## src/rtl/stopwatch_pkg.sv

```systemverilog
// Shared types and constants for the stopwatch core.
// State encoding and BCD digit terminal counts.
package stopwatch_pkg;

  typedef enum logic [1:0] {
    IDLE  = 2'd0,
    RUN   = 2'd1,
    PAUSE = 2'd2
  } state_t;

  localparam int BCD_W   = 4;
  localparam int DIG_TC9 = 9;
  localparam int DIG_TC5 = 5;

endpackage

```

## src/rtl/stopwatch_bcd_digit_cnt.sv

```systemverilog
// Single modulo-(TC+1) BCD digit with increment, clear and carry.
// o_next exposes the value the digit takes on the coming edge.
module bcd_digit_cnt
  import stopwatch_pkg::*;
#(
  parameter int TC = 9
) (
  input  logic             i_clk,
  input  logic             i_rst_n,
  input  logic             i_inc,
  input  logic             i_clr,
  output logic [BCD_W-1:0] o_q,
  output logic [BCD_W-1:0] o_next,
  output logic             o_carry
);

  localparam logic [BCD_W-1:0] L_TC = BCD_W'(TC);

  logic [BCD_W-1:0] r_q;

  assign o_q     = r_q;
  assign o_carry = i_inc && (r_q == L_TC);

  always_comb begin
    o_next = r_q;
    if (i_clr) begin
      o_next = '0;
    end else if (i_inc) begin
      o_next = o_carry ? '0 : r_q + 1'b1;
    end
  end

  always_ff @(posedge i_clk or negedge i_rst_n) begin
    if (!i_rst_n) begin
      r_q <= '0;
    end else begin
      r_q <= o_next;
    end
  end

endmodule

```

## src/rtl/stopwatch_core.sv

```systemverilog
// Stopwatch: IDLE/RUN/PAUSE control, six-digit BCD count,
// lap freeze snapshot and sticky overflow.
module stopwatch_core
  import stopwatch_pkg::*;
#(
  parameter int MAX_MIN_TENS = 9
) (
  input  logic        clk,
  input  logic        rst_n,
  input  logic        tick,
  input  logic        start_stop,
  input  logic        clear,
  input  logic        lap,
  output logic [23:0] disp_bcd,
  output logic        running,
  output logic        lap_active,
  output logic        overflow
);

  state_t r_state;
  state_t w_nstate;

  logic        r_lap;
  logic        r_ovf;
  logic [23:0] r_snap;
  logic [23:0] r_disp;

  logic        w_inc;
  logic        w_clr;
  logic        w_lap_nx;
  logic        w_ovf_nx;
  logic [23:0] w_snap_nx;
  logic [23:0] w_cnt_nx;

  logic [BCD_W-1:0] w_q  [6];
  logic [BCD_W-1:0] w_nx [6];
  logic             w_cy [6];
  logic             w_en [6];

  assign w_inc = tick && (r_state == RUN);
  assign w_clr = clear && (r_state != RUN);

  // Index 0 is cs_ones, index 5 is m_tens.
  for (genvar i = 0; i < 6; i++) begin : g_dig
    localparam int L_TC = (i == 5) ? MAX_MIN_TENS :
                          (i == 3) ? DIG_TC5 : DIG_TC9;
    if (i == 0) begin : g_lsd
      assign w_en[i] = w_inc;
    end else begin : g_up
      assign w_en[i] = w_cy[i-1];
    end
    bcd_digit_cnt #(.TC(L_TC)) u_dig (
      .i_clk   (clk),
      .i_rst_n (rst_n),
      .i_inc   (w_en[i]),
      .i_clr   (w_clr),
      .o_q     (w_q[i]),
      .o_next  (w_nx[i]),
      .o_carry (w_cy[i])
    );
  end

  assign w_cnt_nx = {w_nx[5], w_nx[4], w_nx[3],
                     w_nx[2], w_nx[1], w_nx[0]};

  always_comb begin
    w_nstate  = r_state;
    w_lap_nx  = r_lap;
    w_ovf_nx  = r_ovf;
    w_snap_nx = r_snap;
    unique case (r_state)
      IDLE: begin
        if (!clear && start_stop) w_nstate = RUN;
      end
      RUN: begin
        if (start_stop) w_nstate = PAUSE;
      end
      PAUSE: begin
        if (clear) w_nstate = IDLE;
        else if (start_stop) w_nstate = RUN;
      end
      default: w_nstate = IDLE;
    endcase
    if (r_state == RUN) begin
      if (lap) w_lap_nx = !r_lap;
    end else if (lap || clear) begin
      w_lap_nx = 1'b0;
    end
    if (w_clr) w_ovf_nx = 1'b0;
    else if (w_cy[5]) w_ovf_nx = 1'b1;
    // Snapshot takes the post-increment value of this cycle.
    if (r_state == RUN && lap && !r_lap) w_snap_nx = w_cnt_nx;
  end

  always_ff @(posedge clk or negedge rst_n) begin
    if (!rst_n) begin
      r_state <= IDLE;
      r_lap   <= 1'b0;
      r_ovf   <= 1'b0;
      r_snap  <= '0;
      r_disp  <= '0;
    end else begin
      r_state <= w_nstate;
      r_lap   <= w_lap_nx;
      r_ovf   <= w_ovf_nx;
      r_snap  <= w_snap_nx;
      r_disp  <= w_lap_nx ? w_snap_nx : w_cnt_nx;
    end
  end

  assign disp_bcd   = r_disp;
  assign running    = (r_state == RUN);
  assign lap_active = r_lap;
  assign overflow   = r_ovf;

endmodule
```

## config.mk

```make
export PLATFORM = sky130hd
export DESIGN_NAME = stopwatch_core
export DESIGN_NICKNAME = d
export VERILOG_FILES = /design/src/rtl/stopwatch_pkg.sv /design/src/rtl/stopwatch_bcd_digit_cnt.sv /design/src/rtl/stopwatch_core.sv
export SDC_FILE = /design/constraint.sdc
export NUM_CORES = 1
export LEC_CHECK = 0
export CORE_AREA = 4 4 102 75
export CTS_CLUSTER_SIZE = 28
export DETAILED_ROUTE_END_ITERATION = 7
export DIE_AREA = 0 0 106 79
export GPL_TIMING_DRIVEN = 0
export PLACE_DENSITY = 0.74
export SETUP_SLACK_MARGIN = 0.5
export SKIP_CTS_REPAIR_TIMING = 1
export SYNTH_ARGS = -nofsm -noshare
export SYNTH_HDL_FRONTEND = slang
export SYNTH_HIERARCHICAL = 1
export SYNTH_SLANG_ARGS = --single-unit
export TNS_END_PERCENT = 10
```

## constraint.sdc

```tcl
create_clock -name clk -period 3.1 [get_ports clk]
set_clock_uncertainty 0.15 [all_clocks]
set_input_delay 0.62 -clock clk [delete_from_list [all_inputs] [get_ports clk]]
set_output_delay 0.62 -clock clk [all_outputs]
set_load 0.005 [all_outputs]
```

# Word level (Yosys, flattened, before mapping)

Cells that the tools add are included.

Flip-flop bits (word level): 76
Input bits: 6

Add/sub/neg operators: 6
Eq/ne operators: 12
Muxes and demuxes: 30
Reductions and logical operators: 17

Operator list:

| operator                                                                 | count |
|---|---|
| 4-bit two-way mux                                                        | 18 |
| 24-bit two-way mux                                                       | 2 |
| 4-bit by 1-bit adder with 4-bit output (second input constant)           | 6 |
| 4-bit == test (second input constant)                                    | 5 |
| 1-bit logical AND                                                        | 11 |
| 2-bit two-way mux                                                        | 4 |
| 2-bit one-hot mux with 3 select lines                                    | 1 |
| 1-bit two-way mux                                                        | 5 |
| 4-bit by 3-bit == test with 1-bit output (second input constant)         | 1 |
| 2-bit inequality test (second input constant)                            | 2 |
| 3-bit inequality test (second input constant)                            | 1 |
| 3-bit AND reduction                                                      | 1 |
| 2-bit by 1-bit == test with 1-bit output (second input constant)         | 1 |
| 2-bit == test (second input constant)                                    | 1 |
| 1-bit zero test                                                          | 2 |
| 2-bit zero test                                                          | 1 |
| 2-bit by 1-bit inequality test with 1-bit output (second input constant) | 1 |
| 2-bit nonzero test                                                       | 1 |
| 1-bit logical OR                                                         | 1 |

# Logic depth before layout (Yosys ltp)

Gate-level depths: netlist of the first run.

Depth in word-level cells: 13
Mapped depth: 16
Mapped depth without buffers: 16

# Hierarchy

The synthesis of the first run kept the hierarchy.

Modules (own cells, without submodules):

| module                              | times used | cells an instance | area each (µm²) | seq. area each (µm²) |
|---|---|---|---|---|
| stopwatch_core                      | 1          | 120               | 1989.4          | 1301.2 |
| bcd_digit_cnt at g_dig[0].u_dig ... | 5          | 21                | 219.0           | 100.1 |
| bcd_digit_cnt at g_dig[3].u_dig     | 1          | 23                | 232.7           | 100.1 |

# Least setup slack after synthesis of the first run

Ideal clock, no wire load.

Path kind: register to register
Start point: register r_state[1]
End point: register r_snap[21]
Library setup time: 0.125 ns
Data arrival time: 3.087 ns
Required time: 2.825 ns
Slack: -0.262 ns
Stages on the path, launching flop included: 17
Period minus slack after synthesis: 3.362 ns
Cells stage by stage: dfrtp_1 -> nand2b_4 -> inv_1 -> and2_1 -> nand4b_1 -> inv_1 -> nand4b_1 -> inv_1 -> nand4b_1 -> inv_1 -> and4_1 -> nand4b_1 -> inv_1 -> nand4b_1 -> nand3b_1 -> a21oi_1 -> mux2_2

RTL lines:

| what                   | line                  | source |
|---|---|---|
| start, declared        | stopwatch_core.sv:20  | `state_t r_state;` |
| start signal, assigned | stopwatch_core.sv:103 | `r_state <= w_nstate;` |
| end signal, assigned   | stopwatch_core.sv:106 | `r_snap <= w_snap_nx;` |
| end, declared          | stopwatch_core.sv:25  | `logic [23:0] r_snap;` |

==> reports/metrics.yaml, run 1 <==
grt_pass1_vias: 2081
grt_start_max_net_pins: 52
finalNonFillerCells: 408
layout_commonest_cell: "dfrtp_1"
dp_hpwl_um: 3820
synth_warnings: 6
synth_top_area_share_pct: 57.3
cts_sinks: 76
n_antenna_cell: 0
dp.cells: 375
synthTopCellsByArea: "dfrtp_1, mux2_2, ha_1"
drc: 0
tightest_slew_ns: 0.633
power_frac_clock_pct: 39.1
p_sw_mw: 0.438
die_w_um: 106
antenna_found_initial: 0
n_fill_cell: 535
critPathMaxFanout: 7
yosysSeqAreaShare_pct: 57.3
synth_cell_types: 29
p_per_area_nw_per_um2: 466
root_buffer: "clkbuf_8"
areaGrowthSynthToFinish_pct: 25.1
arrival_ns: 3.31
grt_pass1_wl_um: 9920
synth_top_area_cell: "dfrtp_1"
via_count: 1995
setup_slack_ns: -0.131
vdd_drop_max_mv: 0.260
p_leak_nw: 2.00
max_stage_delay_ns: 0.39
h-tree-depth: 3
swShare_pct: 22.6
synth_ff_type: "dfrtp_1"
slew_headroom_pct: 57.8
hold_violations: 0
gp_congestion: 0.773
clkTransAtPathRegs_ns: 0.08
vias_per_cell: 4.89
fmax_mhz: 310
crit_slowest_cell: "dfrtp_1"
path_buf_inv: 5
crit_path_end_kind: "register"
io_pins: 33
grtUsageTotal_pct: 15.0
finalMaxSlewViolations: 0
numPortBuffers: 32
hold_ws_ns: 0.0316
clk_path_buf_depth: 2
layout-drive-gt1-share_pct: 34.7
min_period_over_period_pct: 104
layout_common_cells: "dfrtp_1, mux2_2, clkdlybuf4s50_1"
synth-edff-count: 0
syn-num-nets: 266
final_util_pct: 62.6
violations: "negative setup slack"
start_util_pct: 50.0
ys_ff_latch: 76
ys_async_sr_fraction_pct: 100
hp-class: "in2async"
p_comb_share_pct: 8.1
synth_area_um2: 3320
cts_buffers: 9
synthCells: 248
path_common_cell: "nand4b_1"
rows: 25
status: "complete, but fails checks"
die_area_um2: 8370
start_kind: "register"
layout_min_cycle_time_ns: 3.23
post-place-ws_ns: -0.830
dr.pass1.iters: 4
die_y_um: 79
ant_nets: 0
wl_um: 5770
drtIter0Drc: 92
required_ns: 3.18
final_nets: 327
seqPwrFrac_pct: 52.8
setup_viol: 8
cp_cell_sequence: "nand2b_4 -> inv_4 -> and2_4 -> nand4b_1 -> inv_2 -> nand4b_1 -> inv_2 -> nand4b_1 -> inv_2 -> and4_4 -> nand4b_1 -> inv_2 -> nand4b_1 -> nand3b_1 -> a21oi_2 -> mux2_4"
clock_latency_ns: 0.34
wl_per_cell_um: 14.1
cap_violations: 0
rsz0062_at_grt: "yes"
intPower_mw: 1.50
avgSynthCellArea_um2: 13.4
worstSetupPathType: "reg2reg"
tritoncts: "built"
critPathTopFamily: "simple AND/OR/NAND/NOR gates"
grt_overflow: 0
coreArea_um2: 6630
-- worst paths after layout --
kind                       slack, ns  cells past startpoint            to       start
max                            -0.13                     16  disp_bcd[21]  r_state[1]
min                             0.03                      1  disp_bcd[13]       rst_n
max reg2reg                    -0.13                     16  disp_bcd[21]  r_state[1]
min reg2reg                     0.34                      2      overflow    overflow
max in group asynchronous       2.22                      2   disp_bcd[6]       rst_n
min in group clk                0.34                      2      overflow    overflow
-- routing by layer --
metal  part of all wire (%)  vias to the layer above  global-route usage [%]
met3                    3.7                        7                    4.87
met5                      0                        -                       0
met2                     45                       36                    23.6
met1                     50                      982                    20.0
li1                       -                      970                       -
met4                    1.1                        0                    4.66
-- final cells by class --
class	count	area [µm²]	share of cell area (%)
buffer	4	37.5	0.905
multi-input combinational	155	1360	32.8
inverter	13	51.3	1.24
clock buffer	12	155	3.74
timing repair buffer	50	475	11.5
clock inverter	4	47.5	1.15
tap	94	118	2.83
sequential	76	1900	45.8
-- power groups by stage --
stage	combinational, mW	clock, mW	sequential, mW
after detailed placement	0.145	0	1.04
after global routing	0.173	0.828	1.02
after floorplan	0.0793	0	1.04
final	0.157	0.756	1.02
after CTS	0.146	0.780	1.02
after global placement	0.137	0	1.04
-- synth_stat cells (5+ instances only) --
cell / n
ha_1: 12
nand2b_1: 8
nor2_1: 13
dfrtp_1: 76
nor2_2: 5
nand4b_1: 5
inv_1: 13
a21oi_1: 8
nand2b_2: 5
xnor2_1: 5
xor2_1: 10
nand4_1: 6
mux2_2: 47
nand2_1: 9
nand3b_1: 8
-- kinds of logic after synthesis --
logic type,after synthesis,synth area share (%)
AND/OR/NAND/NOR,66,12.5
multiplexers,48,16.3
flip-flops,76,57.3
XOR/XNOR,15,3.96
adder cells (fa/ha/maj),12,4.53
buffers and inverters,17,2.60
AO/OA/AOI/OAI,14,2.75
-- flip-flops by register name, indices dropped and copies added, names as in the netlist --
| register | cells |
|---|---|
| lap_active | 1 |
| overflow | 1 |
| disp_bcd | 24 |
| r_snap | 24 |
| r_state | 2 |
| g_dig.u_dig/o_q | 24 |
-- through the flow --
| stage | power [mW] | area [µm²] | setup TNS (ns) |
|---|---|---|---|
| 6_report | 1.93 | 4150 | -0.816 |
| 3_3_place_gp | 1.18 | 3770 | -113.44 |
| 2_1_floorplan | 1.12 | 3330 | 0 |
| 5_1_grt | 2.02 | 4150 | -3.08 |
| 4_1_cts | 1.95 | 4000 | -5.99 |
| 3_5_place_dp | 1.18 | 3790 | -14.87 |
(Power assumes the default switching activity.)
==> inputs of run 2 (changes only) <==
Settings changed: CORE_AREA 4 4 102 75 to 2 2 100 73, DIE_AREA 0 0 106 79 to 0 0 102 75.
==> reports/metrics.yaml, run 2 (same netlist as run 1, synthesis figures left out) <==
status: "complete, but fails checks"
violations: "negative setup slack"
crit_slowest_cell: "dfrtp_1"
cap_violations: 0
grt_overflow: 0
grtUsageTotal_pct: 16.8
layout-drive-gt1-share_pct: 35.8
clkTransAtPathRegs_ns: 0.07
grt_pass1_vias: 2013
grtUsageMet2_pct: 24.9
h-tree-depth: 3
layout_min_cycle_time_ns: 3.27
vdd_drop_max_mv: 0.181
grt_start_max_net_pins: 44
rsz0062_at_grt: "yes"
layout_common_cells: "dfrtp_1, mux2_2, clkdlybuf4s50_1"
tritoncts: "built"
max_stage_delay_ns: 0.38
grt_util_met1_pct: 22.7
tightest_slew_ns: 0.628
fmax_mhz: 306
min_period_over_period_pct: 105
slew_headroom_pct: 58.1
via_count: 2019
drtIter0Drc: 36
io_pins: 33
startpoint: "r_state[1]"
gp_congestion: 0.819
n_antenna_cell: 0
rows: 25
critPathMaxFanout: 6
antenna_found_initial: 0
coreArea_um2: 6630
cp_cell_sequence: "nand2b_4 -> inv_4 -> and2_4 -> nand4b_1 -> inv_2 -> nand4b_1 -> inv_2 -> nand4b_1 -> inv_2 -> and4_4 -> nand4b_1 -> inv_2 -> nand4b_1 -> nand3b_1 -> a21oi_2 -> mux2_4"
setup_viol: 8
clock_latency_ns: 0.35
required_ns: 3.18
hold_violations: 0
final_util_pct: 63.0
p_per_area_nw_per_um2: 478
power_mw: 2.00
start_util_pct: 50.0
die_w_um: 102
grt_pass1_wl_um: 9430
setup.worst_path.end: "disp_bcd[21]"
r2r_setup_slack_ns: -0.17
crit_path_end_kind: "register"
ant_nets: 0
finalMaxSlewViolations: 0
areaGrowthSynthToFinish_pct: 26.0
root_buffer: "clkbuf_8"
die_area_um2: 7650
die_y_um: 75
setup_slack_ns: -0.168
cts_buffers: 9
path_buf_inv: 5
arrival_ns: 3.35
dp_hpwl_um: 3720
hold_ws_ns: 0.0607
busiest_layer: "met2"
start_kind: "register"
cts_sinks: 76
final_nets: 326
drc: 0
wl_per_cell_um: 14.6
worstSetupPathType: "reg2reg"
hp-class: "in2async"
path_depth: 16
r2r_cells: 16
critPathTopFamily: "simple AND/OR/NAND/NOR gates"
layout_commonest_cell: "dfrtp_1"
clk_path_buf_depth: 2
path_common_cell: "nand4b_1"
p_leak_nw: 2.00
r2r-end: "disp_bcd[21]"
r2r-start: "r_state[1]"
grt.met3_usage_pct: 7.34
vias_per_cell: 4.96
wl_um: 5930
dr.pass1.iters: 4
numPortBuffers: 32
## run 2: area by class of cell
class	count	area, µm²
fill	530	2450
sequential	76	1900
multi-input combinational	155	1380
timing repair buffer	49	464
clock buffer	10	138
tap	94	118
clock inverter	6	87.6
inverter	13	51.3
buffer	4	37.5
## run 2: worst min-delay path by stage
| stage | slack, ns | start | cells past startpoint | end |
|---|---|---|---|---|
| after detailed placement | 0.34 | overflow | 2 | overflow |
| after floorplan | 0.17 | rst_n | 0 | disp_bcd[0] |
| after global placement | 0.33 | overflow | 2 | overflow |
| after CTS | 0.05 | rst_n | 1 | r_snap[13] |
| final | 0.06 | rst_n | 1 | r_snap[16] |
| after global routing | 0.07 | rst_n | 1 | r_snap[16] |
## run 2: through the flow
stage	cell area [µm²]	TNS, ns	cells	worst slack (ns)
2_1_floorplan	3330	0	248	0.0229
6_report	4180	-1.05	407	-0.168
3_3_place_gp	3770	-116.31	374	-1.35
3_5_place_dp	3790	-15.45	375	-0.872
4_1_cts	4010	-6.09	391	-0.527
5_1_grt	4180	-3.22	407	-0.350
## run 2: routing by layer
| metal | vias up | routed length (µm) |
|---|---|---|
| met4 | 0 | 57 |
| met2 | 34 | 2730 |
| met1 | 1014 | 2910 |
| li1 | 965 | - |
| met3 | 6 | 230 |
| met5 | - | 0 |
## run 2: power by group
group / internal [mW] / leakage (nW) / total (mW) / switching, mW
Sequential: 1.01 / 1.06 / 1.02 / 0.0131
Combinational: 0.0685 / 0.836 / 0.148 / 0.0799
Clock: 0.473 / 0.105 / 0.828 / 0.355
Total: 1.55 / 2.00 / 2.00 / 0.448
==> inputs of run 3 (changes only) <==
Settings changed: CORE_AREA 2 2 100 73 to 2 2 102 74, DIE_AREA 0 0 102 75 to 0 0 104 76, SYNTH_HIERARCHICAL 1 to not set.
==> reports/metrics.yaml, run 3 <==
ys_async_sr_fraction_pct: 100
rows: 26
synth_area_um2: 3440
grtUsageTotal_pct: 19.1
r2r_setup_slack_ns: 0.74
dp_hpwl_um: 4780
grt_pass1_vias: 2451
stdcell_area_um2: 4130
cap_violations: 0
cts_sinks: 76
p_per_area_nw_per_um2: 504
antenna_found_initial: 0
drc: 0
rsz0062_at_grt: "yes"
hold_ws_ns: 0.0551
setup_viol: 0
synthCells: 329
grt_start_max_net_pins: 44
vdd_drop_max_mv: 0.249
wl_per_cell_um: 14.6
die_y_um: 76
hold_violations: 0
io_pins: 33
synthTopCellsByArea: "dfrtp_1, nand2_1, o21ai_0"
fmax_mhz: 402
areaGrowthSynthToFinish_pct: 20.1
dr.pass1.iters: 4
hp-class: "in2async"
wl_um: 6920
layout_commonest_cell: "dfrtp_1"
drtIter0Drc: 131
start_kind: "primary input"
clock_latency_ns: 0.35
slew_headroom_pct: 50.1
yosysSeqAreaShare_pct: 55.3
critPathMaxFanout: 10
h-tree-depth: 3
vias_per_cell: 5.29
finalMaxSlewViolations: 0
coreArea_um2: 7030
setup_tns_ns: 0
gp_congestion: 0.832
clk_path_buf_depth: 2
clkTransAtPathRegs_ns: 0.07
numPortBuffers: 32
grt_overflow: 0
status: "finished clean"
synthTopCellsByCount: "dfrtp_1, nand2_1, o21ai_0, nor2_1, inv_1"
syn-num-nets: 347
r2r-start: "r_state[0]"
synth_cell_types: 48
synth.most_common_cell: "dfrtp_1"
crit_path_end_kind: "register"
layout_min_cycle_time_ns: 2.49
die_w_um: 104
synth_ff_type: "dfrtp_1"
post-place-ws_ns: 0.254
via_count: 2508
r2r_cells: 7
worstSetupPathType: "in2reg"
tritoncts: "built"
final_nets: 391
arrival_ns: 2.58
root_buffer: "clkbuf_8"
min_period_over_period_pct: 80.2
power_mw: 2.08
setup_slack_ns: 0.615
synth_top_area_share_pct: 55.3
cts_buffers: 9
required_ns: 3.19
die_area_um2: 7900
avgSynthCellArea_um2: 10.5
layout_common_cells: "dfrtp_1, nand2_1, o21ai_0"
place_area_um2: 3900
tightest_slew_ns: 0.746
ant_nets: 0
synth-edff-count: 0
n_antenna_cell: 0
layout-drive-gt1-share_pct: 13.0
r2r-end: "disp_bcd[10]"
synth_warnings: 0
grt_pass1_wl_um: 12000
synth_top_area_cell: "dfrtp_1"
p_leak_nw: 1.97
start_util_pct: 48.9
ys_ff_latch: 76
[run 3: changes by cell type in the layout (fill, tap and decap cells not counted), sizes merged, moves of 5 or more]
cell | before | now
nand2b | 14 | 1
mux2i | 0 | 8
o21ai | 2 | 39
nand3 | 0 | 10
xor2 | 10 | 4
buf | 22 | 12
and3 | 0 | 5
nand2 | 9 | 51
xnor2 | 5 | 0
mux2 | 48 | 13
nor2 | 18 | 33
[run 3: cells by family after synthesis]
kind of cell / synth area share (%)
AO/OA/AOI/OAI: 10.3
XOR/XNOR: 1.02
flip-flops: 55.3
AND/OR/NAND/NOR: 18.3
buffers and inverters: 4.08
multiplexers: 6.70
adder cells (fa/ha/maj): 4.37
[run 3: layout make-up]
cell class | count | area, µm²
inverter | 16 | 62.6
buffer | 13 | 77.6
sequential | 76 | 1900
multi-input combinational | 224 | 1400
fill | 616 | 2900
clock inverter | 5 | 103
clock buffer | 9 | 124
tap | 98 | 123
timing repair buffer | 33 | 338
[run 3: worst max-delay path by stage]
stage,cells after the start,to,slack (ns),startpoint
2_1_floorplan,8,r_snap[16],1.09,g_dig[1].u_dig.o_q[0]
3_3_place_gp,1,r_snap[8],-1.31,rst_n
3_5_place_dp,6,disp_bcd[16],0.25,tick
4_1_cts,6,disp_bcd[16],0.63,tick
5_1_grt,6,disp_bcd[10],0.47,clear
6_report,6,disp_bcd[10],0.61,clear
[run 3: layer usage]
metal	up-vias	part of all wire (%)	wire length, µm	global-route usage, %
li1	1207	-	-	-
met1	1224	50	3460	26.9
met2	65	43	3010	28.9
met3	12	5.0	344	5.05
met4	0	1.5	106	6.76
met5	-	0	0	0
[run 3: critical path: stages]
cell and delay, ns:
clkdlybuf4s50_1 0.49, nand2_1 0.25, nand3b_1 0.34, buf_2 0.31
nand2_1 0.26, o21ai_0 0.31
[run 3: metrics by stage]
step	cells	utilization (%)
final	474	58.7
after global routing	474	58.7
after CTS	474	58.7
after detailed placement	460	55.5
after global placement	459	55.2
after floorplan	329	-
[run 3: power by group]
group / switching (mW) / internal (mW)
combinational: 0.109 / 0.0597
sequential: 0.0194 / 1.02
clock: 0.346 / 0.524
total: 0.474 / 1.61
